File: src/rtl/regfile_wb_arbiter.sv
// Write-back arbiter: one regfile write per cycle from the ALU or the buffered LSU FIFO, ALU preferred with starvation bound.
// wb_* registered (ALU 1 cycle, LSU 1 cycle after pop); lsu_ready = FIFO not full, alu_stall only when the FIFO is forced to win.
module regfile_wb_arbiter #(
  parameter int XLEN       = 32,
  parameter int DEPTH      = 4,
  parameter int STARVE_MAX = 3
) (
  input  logic            clk,
  input  logic            rst_n,
  input  logic            alu_valid,
  input  logic [4:0]      alu_rd,
  input  logic [XLEN-1:0] alu_data,
  output logic            alu_stall,
  input  logic            lsu_valid,
  output logic            lsu_ready,
  input  logic [4:0]      lsu_rd,
  input  logic [XLEN-1:0] lsu_data,
  output logic            wb_we,
  output logic [4:0]      wb_rd,
  output logic [XLEN-1:0] wb_data,
  output logic [31:0]     pending_mask
);

  localparam int AW = $clog2(DEPTH);
  localparam int CW = AW + 1;
  localparam int SW = (STARVE_MAX < 1) ? 1 : $clog2(STARVE_MAX + 1);

  logic [4:0]      ent_rd_q   [DEPTH];
  logic [XLEN-1:0] ent_data_q [DEPTH];
  logic [AW-1:0]   wr_ptr_q, rd_ptr_q;
  logic [CW-1:0]   count_q;
  logic [SW-1:0]   starve_q, starve_d;
  logic            wb_we_q, wb_we_d;
  logic [4:0]      wb_rd_q, wb_rd_d;
  logic [XLEN-1:0] wb_data_q, wb_data_d;

  logic fifo_ne, force_pop, pop, push;
  logic [AW-1:0] slot;

  assign fifo_ne   = (count_q != '0);
  assign force_pop = fifo_ne && (starve_q == SW'(STARVE_MAX));
  assign lsu_ready = (count_q != CW'(DEPTH));
  assign alu_stall = alu_valid && force_pop;
  // rd == 0 completes the handshake but is never buffered
  assign push      = lsu_valid && lsu_ready && (lsu_rd != 5'd0);

  always_comb begin
    wb_we_d   = 1'b0;
    wb_rd_d   = '0;
    wb_data_d = '0;
    starve_d  = '0;
    pop       = 1'b0;
    if (force_pop) begin
      pop       = 1'b1;
      wb_we_d   = 1'b1;
      wb_rd_d   = ent_rd_q[rd_ptr_q];
      wb_data_d = ent_data_q[rd_ptr_q];
    end else if (alu_valid) begin
      if (alu_rd != 5'd0) begin
        wb_we_d   = 1'b1;
        wb_rd_d   = alu_rd;
        wb_data_d = alu_data;
      end
      // not forcing with a non-empty FIFO implies starve_q < STARVE_MAX
      if (fifo_ne) starve_d = starve_q + SW'(1);
    end else if (fifo_ne) begin
      pop       = 1'b1;
      wb_we_d   = 1'b1;
      wb_rd_d   = ent_rd_q[rd_ptr_q];
      wb_data_d = ent_data_q[rd_ptr_q];
    end
  end

  always_comb begin
    pending_mask = '0;
    slot         = '0;
    for (int i = 0; i < DEPTH; i++) begin
      slot = rd_ptr_q + AW'(i);
      if (CW'(i) < count_q) pending_mask[ent_rd_q[slot]] = 1'b1;
    end
    pending_mask[0] = 1'b0;
  end

  always_ff @(posedge clk) begin
    if (push) begin
      ent_rd_q[wr_ptr_q]   <= lsu_rd;
      ent_data_q[wr_ptr_q] <= lsu_data;
    end
  end

  always_ff @(posedge clk or negedge rst_n) begin
    if (!rst_n) begin
      wr_ptr_q  <= '0;
      rd_ptr_q  <= '0;
      count_q   <= '0;
      starve_q  <= '0;
      wb_we_q   <= 1'b0;
      wb_rd_q   <= '0;
      wb_data_q <= '0;
    end else begin
      if (push) wr_ptr_q <= wr_ptr_q + AW'(1);
      if (pop)  rd_ptr_q <= rd_ptr_q + AW'(1);
      if (push && !pop)      count_q <= count_q + CW'(1);
      else if (pop && !push) count_q <= count_q - CW'(1);
      starve_q  <= starve_d;
      wb_we_q   <= wb_we_d;
      wb_rd_q   <= wb_rd_d;
      wb_data_q <= wb_data_d;
    end
  end

  assign wb_we   = wb_we_q;
  assign wb_rd   = wb_rd_q;
  assign wb_data = wb_data_q;

endmodule

File: config.mk
export PLATFORM = sky130hd
export DESIGN_NAME = regfile_wb_arbiter
export DESIGN_NICKNAME = d
export VERILOG_FILES = /design/src/rtl/regfile_wb_arbiter.sv
export SDC_FILE = /design/constraint.sdc
export NUM_CORES = 1
export LEC_CHECK = 0
export ABC_AREA = 1
export CELL_PAD_IN_SITES_DETAIL_PLACEMENT = 0
export CELL_PAD_IN_SITES_GLOBAL_PLACEMENT = 2
export CORE_MARGIN = 3
export CORE_UTILIZATION = 35
export DETAILED_ROUTE_END_ITERATION = 8
export PLACE_DENSITY = 0.87
export SLEW_MARGIN = 20
export SYNTH_ARGS = -nofsm -noshare
export SYNTH_HDL_FRONTEND = slang
export SYNTH_SLANG_ARGS = --single-unit
File: constraint.sdc
create_clock -name clk -period 5 [get_ports clk]
set_input_delay 0.75 -clock clk [delete_from_list [all_inputs] [get_ports clk]]
set_output_delay 0.75 -clock clk [all_outputs]
set_load 0.005 [all_outputs]
==> results of run 1 <==
metal layers:
metal | GRT usage (%) | vias up
met5 | 0 | -
met4 | 4.83 | 0
met3 | 4.30 | 28
met2 | 31.3 | 174
met1 | 23.8 | 3584
li1 | - | 3848
synthesized netlist by cell type, types with 8 or more instances:
library cell	number	area share (%)
o21ai_0	35	1.8
buf_2	19	1.0
dfrtp_1	47	12
nand3_1	160	8.4
inv_1	73	2.9
edfxtp_1	148	47
buf_4	8	0.63
nand2_1	290	11
ha_1	9	1.2
nor2_1	200	7.9
nand4_1	32	2.1
clkbuf_1	16	0.63
nand3_2	8	0.84
cell usage in the layout, fill, tap and decap left out, types with 2 or more instances in the layout:
cell               n
edfxtp_1         148
clkinv_8           5
inv_6              5
nand3_2            8
nor2_4             4
o21ai_0           35
nor2_1           196
o22ai_1            2
nand4_1           32
dfrtp_1           45
inv_2              5
clkinv_1           2
ha_1               9
xor2_1             4
dfrtp_2            2
o21ai_1            5
nand3_1          160
clkdlybuf4s50_1  147
nor3_1             3
nand2_1          290
inv_1             73
clkbuf_16         17
buf_4             19
nand2_2            4
area by class of cell:
class                   instances  area [um^2]
clock inverters                15          189
well taps                     335          419
diodes                          1         2.50
flip-flops and latches        195         5620
clock buffers                  17          425
inverters                      79          297
multi-input cells             756         3380
repair buffers                167         1620
fillers                      2553        14400
worst min-delay path by stage:
stage	to	slack [ns]	depth (start not counted)
detailed placement	starve_q[0]	0.44	1
CTS	wb_data[29]	0.45	2
global placement	starve_q[0]	0.43	1
floorplan	starve_q[0]	0.42	1
global route	starve_q[0]	0.45	1
finish	wb_data[29]	0.42	2
kinds of logic after synthesis:
| group | after synthesis | synth area share [%] |
|---|---|---|
| other | 1 | 0.0394 |
| AO/OA/AOI/OAI | 42 | 2.24 |
| buffers and inverters | 128 | 5.77 |
| AND/OR/NAND/NOR | 699 | 31.2 |
| adder cells (fa/ha/maj) | 9 | 1.18 |
| XOR/XNOR | 5 | 0.460 |
| flip-flops | 195 | 59.1 |
worst register-to-register path, cell delays in order, from the launching register on:
cell     delay [ns]
dfrtp_1        0.41
inv_1          0.09
ha_1           0.21
nand2_1        0.11
and2_1         0.14
nand2_1        0.26
nor2_4         0.65
buf_4          0.36
flip-flops by register name (all words and copies together) (netlist names):
name / count
ent_data_q: 128
wb_we: 1
rd_ptr_q: 2
ent_rd_q: 20
count_q: 3
wr_ptr_q: 2
wb_rd: 5
starve_q: 2
wb_data: 32
power breakdown:
group | switching, mW | internal, mW
registers | 0.169 | 2.17
clock network | 0.661 | 0.720
logic | 2.18 | 1.12
total | 3.01 | 4.01
metrics by stage:
step | worst slack [ns] | cell area [um^2] | util, % | hold WS [ns] | instances
finish | 0.681 | 12000 | 45.3 | 0.417 | 1565
global route | 0.339 | 12000 | 45.3 | 0.454 | 1565
CTS | 0.680 | 11900 | 45.3 | 0.446 | 1564
detailed placement | 1.16 | 11300 | 43.0 | 0.442 | 1532
global placement | 1.14 | 11300 | 43.0 | 0.427 | 1532
floorplan | 2.01 | 9520 | - | 0.415 | 1079
==> impl_metrics.env, run 1 <==
export IMPL_status="finished clean"
export IMPL_drive_gt1_share_pct=6.10
export IMPL_path_buf_inv=2
export IMPL_maxCapViolations=0
export IMPL_cts_hold_buf=0
export IMPL_grt_pass1_wl_um=41200
export IMPL_path_class="reg -> out"
export IMPL_grt_total_usage_pct=18.4
export IMPL_cts_setup_buffers=0
export IMPL_path_delay_family="simple AND/OR/NAND/NOR gates"
export IMPL_crit_end="pending_mask[2]"
export IMPL_htree_levels=4
export IMPL_synth_edf_count=148
export IMPL_power_leakage_nw=4.82
export IMPL_core_area_mm2=0.0264
export IMPL_routed_wl_met3_um=1300
export IMPL_crit_slowest_cell="dfrtp_2"
export IMPL_initial_utilization_pct=36.1
export IMPL_crit_top_cell="nand2_1"
export IMPL_syn_cell_area_mm2=0.00952
export IMPL_r2r_slack_ns=2.45
export IMPL_rsz0062_at_grt="false"
export IMPL_root_buffer="clkbuf_16"
export IMPL_syn_to_final_growth_pct=25.6
export IMPL_r2r_cells=7
export IMPL_ys_warn_count=0
export IMPL_worstPathCellList="buf_4 -> nand2_1 -> nand2_1 -> nand2_1 -> nand2_1 -> nand3_2 -> nor2_1 -> nor2_1 -> nand2_1 -> clkdlybuf4s50_1"
export IMPL_first_pass_iters=5
export IMPL_num_io_pins=150
export IMPL_timing_slew_headroom_pct=34.1
export IMPL_top_layer="met4"
export IMPL_portBuffers=148
export IMPL_endpoint_kind="output port"
export IMPL_max_stage_delay_ns=0.74
export IMPL_routed_wl_um=26100
export IMPL_finClkSkew_ns=0.00978
export IMPL_period_needed_ns=4.32
export IMPL_hold_viol_final=0
export IMPL_setup_tns_ns=0
export IMPL_wl_met1_um=11600
export IMPL_path_max_fanout=37
export IMPL_ant_nets=0
export IMPL_tightestPinTransition_ns=0.987
export IMPL_fp_dieH_um=171
export IMPL_setup_viol=0
export IMPL_crit_required_ns=4.25
export IMPL_peakVddDrop_mv=0.311
export IMPL_synth_distinct_cells=26
export IMPL_regToRegStartpoint="count_q[0]"
export IMPL_hp_class="in -> async"
export IMPL_grt_start_max_net_pins=48
export IMPL_dp_hpwl_um=18000
export IMPL_clockBufferDepth=2
export IMPL_wire_per_inst_um=16.7
export IMPL_syn_inst=1079
export IMPL_grt_pass1_vias=7662
export IMPL_p_total_mw=7.02
export IMPL_vias=7634
export IMPL_overflow=0
export IMPL_clk_pin_slew_worst_paths_ns=0.08
export IMPL_syn_nets=1166
export IMPL_antenna_found_initial=1
export IMPL_cts_resized=0
export IMPL_async_flop_share_pct=24.1
export IMPL_p_per_area_mw_per_mm2=588
export IMPL_min_period_over_period_pct=86.4
export IMPL_ys_seq_area_share_pct=59.1
export IMPL_cts_sinks=195
export IMPL_worstPathArrival_ns=3.57
export IMPL_max_freq_mhz=232
export IMPL_cp_num_cells=10
export IMPL_fin_nets=1303
export IMPL_cp_start_kind="flop"
export IMPL_slew_viol_final=0
export IMPL_clk_latency_ns=0.44
export IMPL_ys_ff_latch=195
export IMPL_die_area_mm2=0.0292
export IMPL_drt_initial_drc_count=492
export IMPL_gp_congestion=0.877
export IMPL_cts_made_buffers=17
export IMPL_ys_flop_type="edfxtp_1"
export IMPL_setup_worst_path_start="rd_ptr_q[0]"
export IMPL_cts_tree="built"
export IMPL_avgSynthCellArea_um2=8.82
export IMPL_rows=59
export IMPL_met2WireLength_um=12800
export IMPL_r2r_end="ent_data_q[2][6]"
export IMPL_vias_per_cell=4.88
export IMPL_die_width_um=171
export IMPL_post_route_drc_count=0
Note: power is estimated with default switching activity, not from simulation.
==> run 2, diff against run 1 <==
--- a/config.mk
+++ b/config.mk
@@ -11,8 +11,9 @@
 export CORE_MARGIN = 3
 export CORE_UTILIZATION = 35
 export DETAILED_ROUTE_END_ITERATION = 8
+export GPL_ROUTABILITY_DRIVEN = 0
 export PLACE_DENSITY = 0.87
-export SLEW_MARGIN = 20
+export SLEW_MARGIN = 15
 export SYNTH_ARGS = -nofsm -noshare
 export SYNTH_HDL_FRONTEND = slang
 export SYNTH_SLANG_ARGS = --single-unit
==> results of run 2 <==
No change in the layout: final DEF, timing and power equal those of run 1.
